<file path="config.mk">
export PLATFORM = sky130hd
export DESIGN_NAME = oled_init_seq
export DESIGN_NICKNAME = d
export VERILOG_FILES = /design/src/rtl/oled_init_seq.sv
export SDC_FILE = /design/constraint.sdc
export NUM_CORES = 1
export LEC_CHECK = 0
export ABC_CLOCK_PERIOD_IN_PS = 3300
export BUFFER_PORTS_ARGS = -buffer_cell sky130_fd_sc_hd__clkbuf_2
export CORE_AREA = 5 5 77 79
export DETAILED_ROUTE_END_ITERATION = 10
export DIE_AREA = 0 0 82 84
export PLACE_DENSITY = 0.74
export SLEW_MARGIN = 20
export SYNTH_ARGS = -nofsm -noshare
export SYNTH_HDL_FRONTEND = slang
export SYNTH_SLANG_ARGS = --single-unit
export TNS_END_PERCENT = 50
</file>
<file path="constraint.sdc">
create_clock -name i_clk -period 3.3 [get_ports i_clk]
set_input_delay 0.33 -clock i_clk [delete_from_list [all_inputs] [get_ports i_clk]]
set_output_delay 0.33 -clock i_clk [all_outputs]
set_load 0.1 [all_outputs]
</file>
<file path="src/rtl/oled_init_seq.sv">
// Power-up sequencer for an SSD1306 128x64 OLED: hardware reset pulse, settle wait,
// then the init command string streamed to the I2C master as one write, with NACK retry.
module oled_init_seq #(
    parameter int CLK_FREQ  = 100_000_000,
    parameter int RESET_MS  = 10,
    parameter int RETRY_MAX = 3
) (
    input  logic       i_clk,
    input  logic       i_rst,
    input  logic       i_start,
    output logic       o_oled_rst,
    output logic       o_i2c_start,
    output logic [7:0] o_i2c_byte_cnt,
    output logic [7:0] o_i2c_tx_data,
    input  logic       i_i2c_tx_data_needed,
    input  logic       i_i2c_done,
    input  logic       i_i2c_nack,
    output logic       o_busy,
    output logic       o_done,
    output logic       o_error
);

    localparam int RST_CYC = CLK_FREQ / 1000 * RESET_MS;
    localparam int CW      = $clog2(RST_CYC + 1);
    localparam int RW      = $clog2(RETRY_MAX + 1);
    localparam logic [CW-1:0] CNT_LAST   = CW'(RST_CYC - 1);
    localparam logic [RW-1:0] RETRY_LAST = RW'(RETRY_MAX - 1);
    localparam logic [4:0]    ROM_LEN    = 5'd25;

    typedef enum logic [2:0] {
        S_IDLE   = 3'd0,
        S_RST_LO = 3'd1,
        S_RST_WT = 3'd2,
        S_XFER   = 3'd3,
        S_DONE   = 3'd4,
        S_ERROR  = 3'd5
    } state_t;

    state_t          r_state;
    logic [CW-1:0]   r_cnt;
    logic [RW-1:0]   r_retry;
    logic [4:0]      r_idx;
    logic            r_oled_rst;
    logic            r_i2c_start;
    logic [7:0]      r_tx_data;
    logic            r_busy;
    logic            r_done;
    logic            r_error;

    // SSD1306 init command bytes that follow the 8'h00 control byte.
    function automatic logic [7:0] rom_byte(input logic [4:0] idx);
        logic [7:0] b;
        case (idx)
            5'd0:  b = 8'hAE;
            5'd1:  b = 8'hD5;
            5'd2:  b = 8'h80;
            5'd3:  b = 8'hA8;
            5'd4:  b = 8'h3F;
            5'd5:  b = 8'hD3;
            5'd6:  b = 8'h00;
            5'd7:  b = 8'h40;
            5'd8:  b = 8'h8D;
            5'd9:  b = 8'h14;
            5'd10: b = 8'h20;
            5'd11: b = 8'h00;
            5'd12: b = 8'hA1;
            5'd13: b = 8'hC8;
            5'd14: b = 8'hDA;
            5'd15: b = 8'h12;
            5'd16: b = 8'h81;
            5'd17: b = 8'hCF;
            5'd18: b = 8'hD9;
            5'd19: b = 8'hF1;
            5'd20: b = 8'hDB;
            5'd21: b = 8'h40;
            5'd22: b = 8'hA4;
            5'd23: b = 8'hA6;
            5'd24: b = 8'hAF;
            default: b = 8'h00;
        endcase
        return b;
    endfunction

    // Sequencer FSM with all outputs registered.
    always_ff @(posedge i_clk or posedge i_rst) begin
        if (i_rst) begin
            r_state     <= S_IDLE;
            r_cnt       <= '0;
            r_retry     <= '0;
            r_idx       <= 5'd0;
            r_oled_rst  <= 1'b1;
            r_i2c_start <= 1'b0;
            r_tx_data   <= 8'h00;
            r_busy      <= 1'b0;
            r_done      <= 1'b0;
            r_error     <= 1'b0;
        end else begin
            r_i2c_start <= 1'b0;
            case (r_state)
                S_IDLE, S_DONE, S_ERROR: begin
                    if (i_start) begin
                        r_state    <= S_RST_LO;
                        r_cnt      <= '0;
                        r_retry    <= '0;
                        r_oled_rst <= 1'b0;
                        r_busy     <= 1'b1;
                        r_done     <= 1'b0;
                        r_error    <= 1'b0;
                    end
                end
                S_RST_LO: begin
                    if (r_cnt == CNT_LAST) begin
                        r_state    <= S_RST_WT;
                        r_cnt      <= '0;
                        r_oled_rst <= 1'b1;
                    end else begin
                        r_cnt <= r_cnt + CW'(1);
                    end
                end
                S_RST_WT: begin
                    if (r_cnt == CNT_LAST) begin
                        r_state     <= S_XFER;
                        r_cnt       <= '0;
                        r_idx       <= 5'd0;
                        r_tx_data   <= 8'h00;
                        r_i2c_start <= 1'b1;
                    end else begin
                        r_cnt <= r_cnt + CW'(1);
                    end
                end
                S_XFER: begin
                    // done takes priority over a same-cycle byte request
                    if (i_i2c_done) begin
                        if (!i_i2c_nack) begin
                            r_state <= S_DONE;
                            r_done  <= 1'b1;
                            r_busy  <= 1'b0;
                        end else if (r_retry < RETRY_LAST) begin
                            r_retry     <= r_retry + RW'(1);
                            r_idx       <= 5'd0;
                            r_tx_data   <= 8'h00;
                            r_i2c_start <= 1'b1;
                        end else begin
                            r_retry <= r_retry + RW'(1);
                            r_state <= S_ERROR;
                            r_error <= 1'b1;
                            r_busy  <= 1'b0;
                        end
                    end else if (i_i2c_tx_data_needed && (r_idx < ROM_LEN)) begin
                        r_tx_data <= rom_byte(r_idx);
                        r_idx     <= r_idx + 5'd1;
                    end
                end
                default: begin
                    r_state <= S_IDLE;
                    r_busy  <= 1'b0;
                end
            endcase
        end
    end

    assign o_oled_rst     = r_oled_rst;
    assign o_i2c_start    = r_i2c_start;
    assign o_i2c_byte_cnt = 8'd26;
    assign o_i2c_tx_data  = r_tx_data;
    assign o_busy         = r_busy;
    assign o_done         = r_done;
    assign o_error        = r_error;

endmodule

</file>
## Yosys cells after proc, flatten, opt, wreduce, memory -nomap -nowiden

Memory sizes are Yosys's and may differ from the RTL's.
Cells that the tools add are included.
Widths: inputs -> output; s select.

| operators by class | value |
|---|---|
| add/subtract/negate cells | 3 |
| magnitude comparators | 2 |
| equality and inequality tests | 17 |
| mux-type cells | 46 |
| bitwise gates (word level) | 1 |
| reductions and logical operators | 16 |

Operators with widths:

| operator | count |
|---|---|
| $mux 20 | 2 |
| $mux 8 | 5 |
| $pmux 20 s2 | 1 |
| $mux 5 | 5 |
| $add 20x1->20 const B | 1 |
| $eq 20x20->1 const B | 1 |
| $mux 3 | 6 |
| $pmux 8 s2 | 1 |
| $mux 1 | 15 |
| $reduce_and 5->1 | 3 |
| $ne 2x2->1 const B | 7 |
| $ne 3x3->1 const B | 4 |
| $pmux 3 s4 | 1 |
| $reduce_and 4->1 | 3 |
| $pmux 5 s2 | 1 |
| $pmux 1 s2 | 4 |
| $reduce_bool 2->1 | 4 |
| $eq 3x2->1 const B | 2 |
| $eq 3x3->1 const B | 2 |
| $mux 2 | 3 |
| $add 5x1->5 const B | 1 |
| $lt 5x5->1 const B | 1 |
| $pmux 2 s2 | 1 |
| $eq 3x1->1 const B | 1 |
| 10 further kinds | 10 |

| storage, ports and cells | value |
|---|---|
| bits in registers | 43 |
| memory bits (read-only) | 256 |
| output and inout bits | 21 |
| logic and storage cells | 96 |
| memories | 1 |

Memory list:

| name | words | bits a word | rd ports | clocked after Yosys merged registers in | write ports | RTL line | text |
|---|---|---|---|---|---|---|---|
| (no name shown) | 32 | 8 | 1 | 0 | 0 | 53 | `case (idx)` |

## Longest topological paths before layout

| logic depth | value |
|---|---|
| word-level depth | 5 |
| mapped depth | 7 |

## Worst setup path after synthesis

Ideal clock, no wire load.

| timing | value |
|---|---|
| path type | register to register |
| start point | register r_cnt[6] |
| end point | register r_tx_data[0], in the netlist o_i2c_tx_data[0] |
| arrival time | 1,869 ps |
| required time | 3,175 ps |
| setup slack | 1,305 ps |
| cell stages (with the launch flop) | 6 |
| path buffers | 0 |
| clock period less this slack | 1,995 ps |
| path through | dfrtp_1 > or4_4 > nor3_4 > a21oi_2 > nor2_4 > mux2_2 |

| on the way | value |
|---|---|
| cells in the longest elaborated chain, start to end | 3 |

Ends and longest elaborated chain:

| what | RTL line | text |
|---|---|---|
| start: declaration | 40 | `logic [CW-1:0] r_cnt;` |
| start signal: assignment | 117 | `r_cnt <= r_cnt + CW'(1);` |
| start signal: assignment | 128 | `r_cnt <= r_cnt + CW'(1);` |
| $eq 20x20->1 | 121 | `if (r_cnt == CNT_LAST) begin` |
| $ne 2x2->1 (no line) | - |  |
| $reduce_and 5->1 (no line) | - |  |
| end signal: assignment | 150 | `r_tx_data <= rom_byte(r_idx);` |
| end: declaration | 45 | `logic [7:0] r_tx_data;` |

Every way passes these cells.
A chain may end at the register's enable or synchronous reset.

## Final worst setup path

| timing | value |
|---|---|
| start point | register r_idx[2] |
| end point | register r_tx_data[0], in the netlist o_i2c_tx_data[0] |

| on the way | value |
|---|---|
| cells in the longest elaborated chain, start to end | 4 |
| elaborated cells on any way between the ends | 8 |
| those cells by class | 1 x order compare; 1 x eq/ne; 3 x mux; 2 x reduce/logical; 1 x memory |

Ends and longest elaborated chain:

| what | RTL line | text |
|---|---|---|
| start: declaration | 42 | `logic [4:0] r_idx;` |
| start signal: assignment | 151 | `r_idx <= r_idx + 5'd1;` |
| $mem_v2 32x8 or $lt 5x5->1 (tied branches) | - |  |
| $mux 8 or $logic_and 1x1->1 (tied branches) | 149 | `end else if (i_i2c_tx_data_needed && (r_idx < ROM_LEN)) begin` |
| $mux 8 or $ne 3x3->1 (tied branches) | - |  |
| $pmux 8 s2 or $reduce_and 5->1 (tied branches) | - |  |

Parallel ways exist; a longest one is shown, timed or not. The select of a mux whose other input is x is not followed.

==> impl_metrics.ini <==
[status]
outcome = completed

[clocking]
cts_tree = built
hold_buffers = 0
cts.repair.resized = 0
clkTransAtPathRegs_ps = 80
h-tree-depth = 2
cts_buffers = 5
cts.sinks = 43
clockBufferDepth = 2
cts_setup_buffers = 0
clock_latency_ps = 290
cts-root-buf = clkbuf_8

[floorplanning]
die_y_um = 84
chipWidth_um = 82
initial_core_util = 0.525
die-area_sq_mm = 0.00689
pin_count = 27
fp.coreArea_sq_mm = 0.00527
rows = 27

[flow_run]
maxCapViolCount = 0

[global_route]
use_met2 = 0.267
grtUsageMet3 = 0.0464
grt_max_degree = 44
busiest_layer = met2
met1_usage = 0.239
gr-total-overflow = 0
grt_pass1_wl_mm = 9.54
grt_pass1_vias = 2109
grtUsageTotal = 0.173
antenna_found_initial = 0

[worst_setup_path]
cp_slowest_cell = dfrtp_1
crit_chain = o311a_1, o221ai_1, nand2_1, nor2_4, mux2_2
rrSetupSlack_ps = 1100
critPathMaxStageDelay_ps = 640
cp.required_ps = 3480
critPathLaunchType = flop
crit_type = reg2reg
cp_max_fo = 24
cp_top_family = compound AO/OA/AOI/OAI gates
cp-end-kind = flop
critical_path_buf_inv_count = 0
crit_arrival_ps = 2380

[yosys]
ys_ff_latch = 43
yosysWarnings = 0
post_synth.cell_area_avg_sq_um = 8.89
synth_area_sq_mm = 0.00277
postSynth.asyncResetShare = 1.00
syn_inst = 311
synth_flop_cell = dfrtp_1
seq_area_frac_synth = 0.390
yosysUniqueCellTypes = 59
synth_enable_flop_cells = 0

[detailed_routing]
drt_iter0_markers = 135
vias_per_cell = 5.61
drtAntennaViolNets = 0
wl_mm = 5.45
dr.pass1.iters = 4
routed-via-count = 2209
drc = 0
wl_per_cell_um = 13.8

[sta]
rsz0062_at_grt = false
setup_viol = 0
relSlewSlack = 0.540
fmax_ghz = 0.455
finalHoldViolCount = 0
setup_tns_ps = 0
worst_slew_pin_slew_ps = 690
period_minus_slack_ps = 2200
slew_viol_final = 0
skew_ps = 10.5
fin_crit_sh = 0.666

[power]
ir_drop_mv = 0.217
p_leak_nw = 1.29
cellPowerDensity_mw_per_mm2 = 513

[min_path]
hold_path_class = in2async

[final_layout]
layout_commonest_cell = dfrtp_1
fin_nets = 335
post_route_cells_drive_above_1_share = 0.146
final_util = 0.562
area_growth_pct = 7.15
mostFrequentLayoutCells = 42 x dfrtp_1, 31 x nor2_1, 27 x a21oi_1
antenna_cells = 0

[placed_design]
place_congestion = 0.814
hpwlAfterDp_mm = 3.83
portBuffers = 18
-- sequential cells by signal, summed over array words and instances (netlist names) --
name and cells:
o_i2c_start 1, o_error 1, r_retry 2, o_busy 1, r_state 3, o_done 1
o_oled_rst 1, o_i2c_tx_data 8, r_idx 5, r_cnt 20
-- layout make-up --
| type | count | area (sq um) |
|---|---|---|
| clock buffers | 6 | 82.6 |
| clock inverters | 2 | 35.0 |
| fillers | 483 | 2310 |
| inverters | 14 | 52.6 |
| multi-input cells | 237 | 1520 |
| flip-flops and latches | 43 | 1080 |
| well taps | 72 | 90.1 |
| repair buffers | 20 | 105 |
-- stage by stage --
stage                     area [sq um]  total power [W]  hold WS, ps  setup slack (ps)  cells
after floorplan                   2790          0.00103          416              1310    317
after global placement            2850          0.00110          471              1100    386
after detailed placement          2850          0.00111          476              1110    386
after CTS                         2960          0.00153          151              1110    394
after global routing              2960          0.00162          189               932    394
final                             2960          0.00152          146              1100    394
-- kinds of logic (layout without fill, tap and decap cells) --
group	after synthesis	in the layout	synth area share
DFF	43	43	0.390
AOI/OAI and AO/OA	68	68	0.152
adders and majority gates	8	8	0.0362
and+or+nand+nor	123	123	0.246
other	2	8	0.00272
muxes	13	13	0.0511
buffers and inverters	37	42	0.0688
xor gates and xnor gates	17	17	0.0538
-- where the power goes --
part	internal (W)	leakage [nW]	switching, W
clock	0.000245	0.0612	0.000171
sequential	0.000600	0.571	0.0000876
combinational	0.000143	0.659	0.000272
total	0.000988	1.29	0.000531
-- synthesized netlist by cell type, types with 3 or more instances --
cell type | count | area [sq um]
nand4_1 | 4 | 25.0
nor2_1 | 31 | 116
inv_1 | 14 | 52.6
nand3_1 | 14 | 70.1
xnor2_1 | 15 | 131
o21ai_0 | 14 | 70.1
mux2i_1 | 4 | 40.0
a211oi_1 | 3 | 22.5
o21a_1 | 4 | 30.0
ha_1 | 8 | 100
o31ai_1 | 5 | 37.5
dfrtp_1 | 42 | 1050
a21oi_1 | 27 | 135
clkbuf_1 | 9 | 33.8
a31oi_1 | 3 | 18.8
nor3_1 | 8 | 40.0
buf_4 | 8 | 60.1
mux2_2 | 9 | 101
nand2b_1 | 5 | 31.3
nor2b_1 | 4 | 25.0
buf_2 | 3 | 15.0
nor4_1 | 10 | 62.6
nand2_1 | 19 | 71.3
-- metal layers --
metal  wire length [um]  part of all wire
met3                221             0.041
met1               2590              0.47
met4                 29            0.0053
met5                  0                 0
met2               2610              0.48
-- worst reg2reg max path: cells and delay by family (launching register included) --
| kind | cells | cell delay [ps] |
|---|---|---|
| compound gates | 2 | 650 |
| flops | 1 | 640 |
| mux | 1 | 380 |
| simple gates | 2 | 420 |
-- final timing paths --
| check | end | cells after the start | from |
|---|---|---|---|
| max | o_i2c_tx_data[0] | 5 | r_idx[2] |
| min | r_idx[0] | 3 | i_rst |
| max reg2reg | o_i2c_tx_data[0] | 5 | r_idx[2] |
| min reg2reg | o_i2c_tx_data[1] | 1 | o_i2c_tx_data[1] |
| max in group asynchronous | o_oled_rst | 3 | i_rst |
| min in group i_clk | r_state[2] | 2 | i_start |
(Power assumes the default switching activity.)
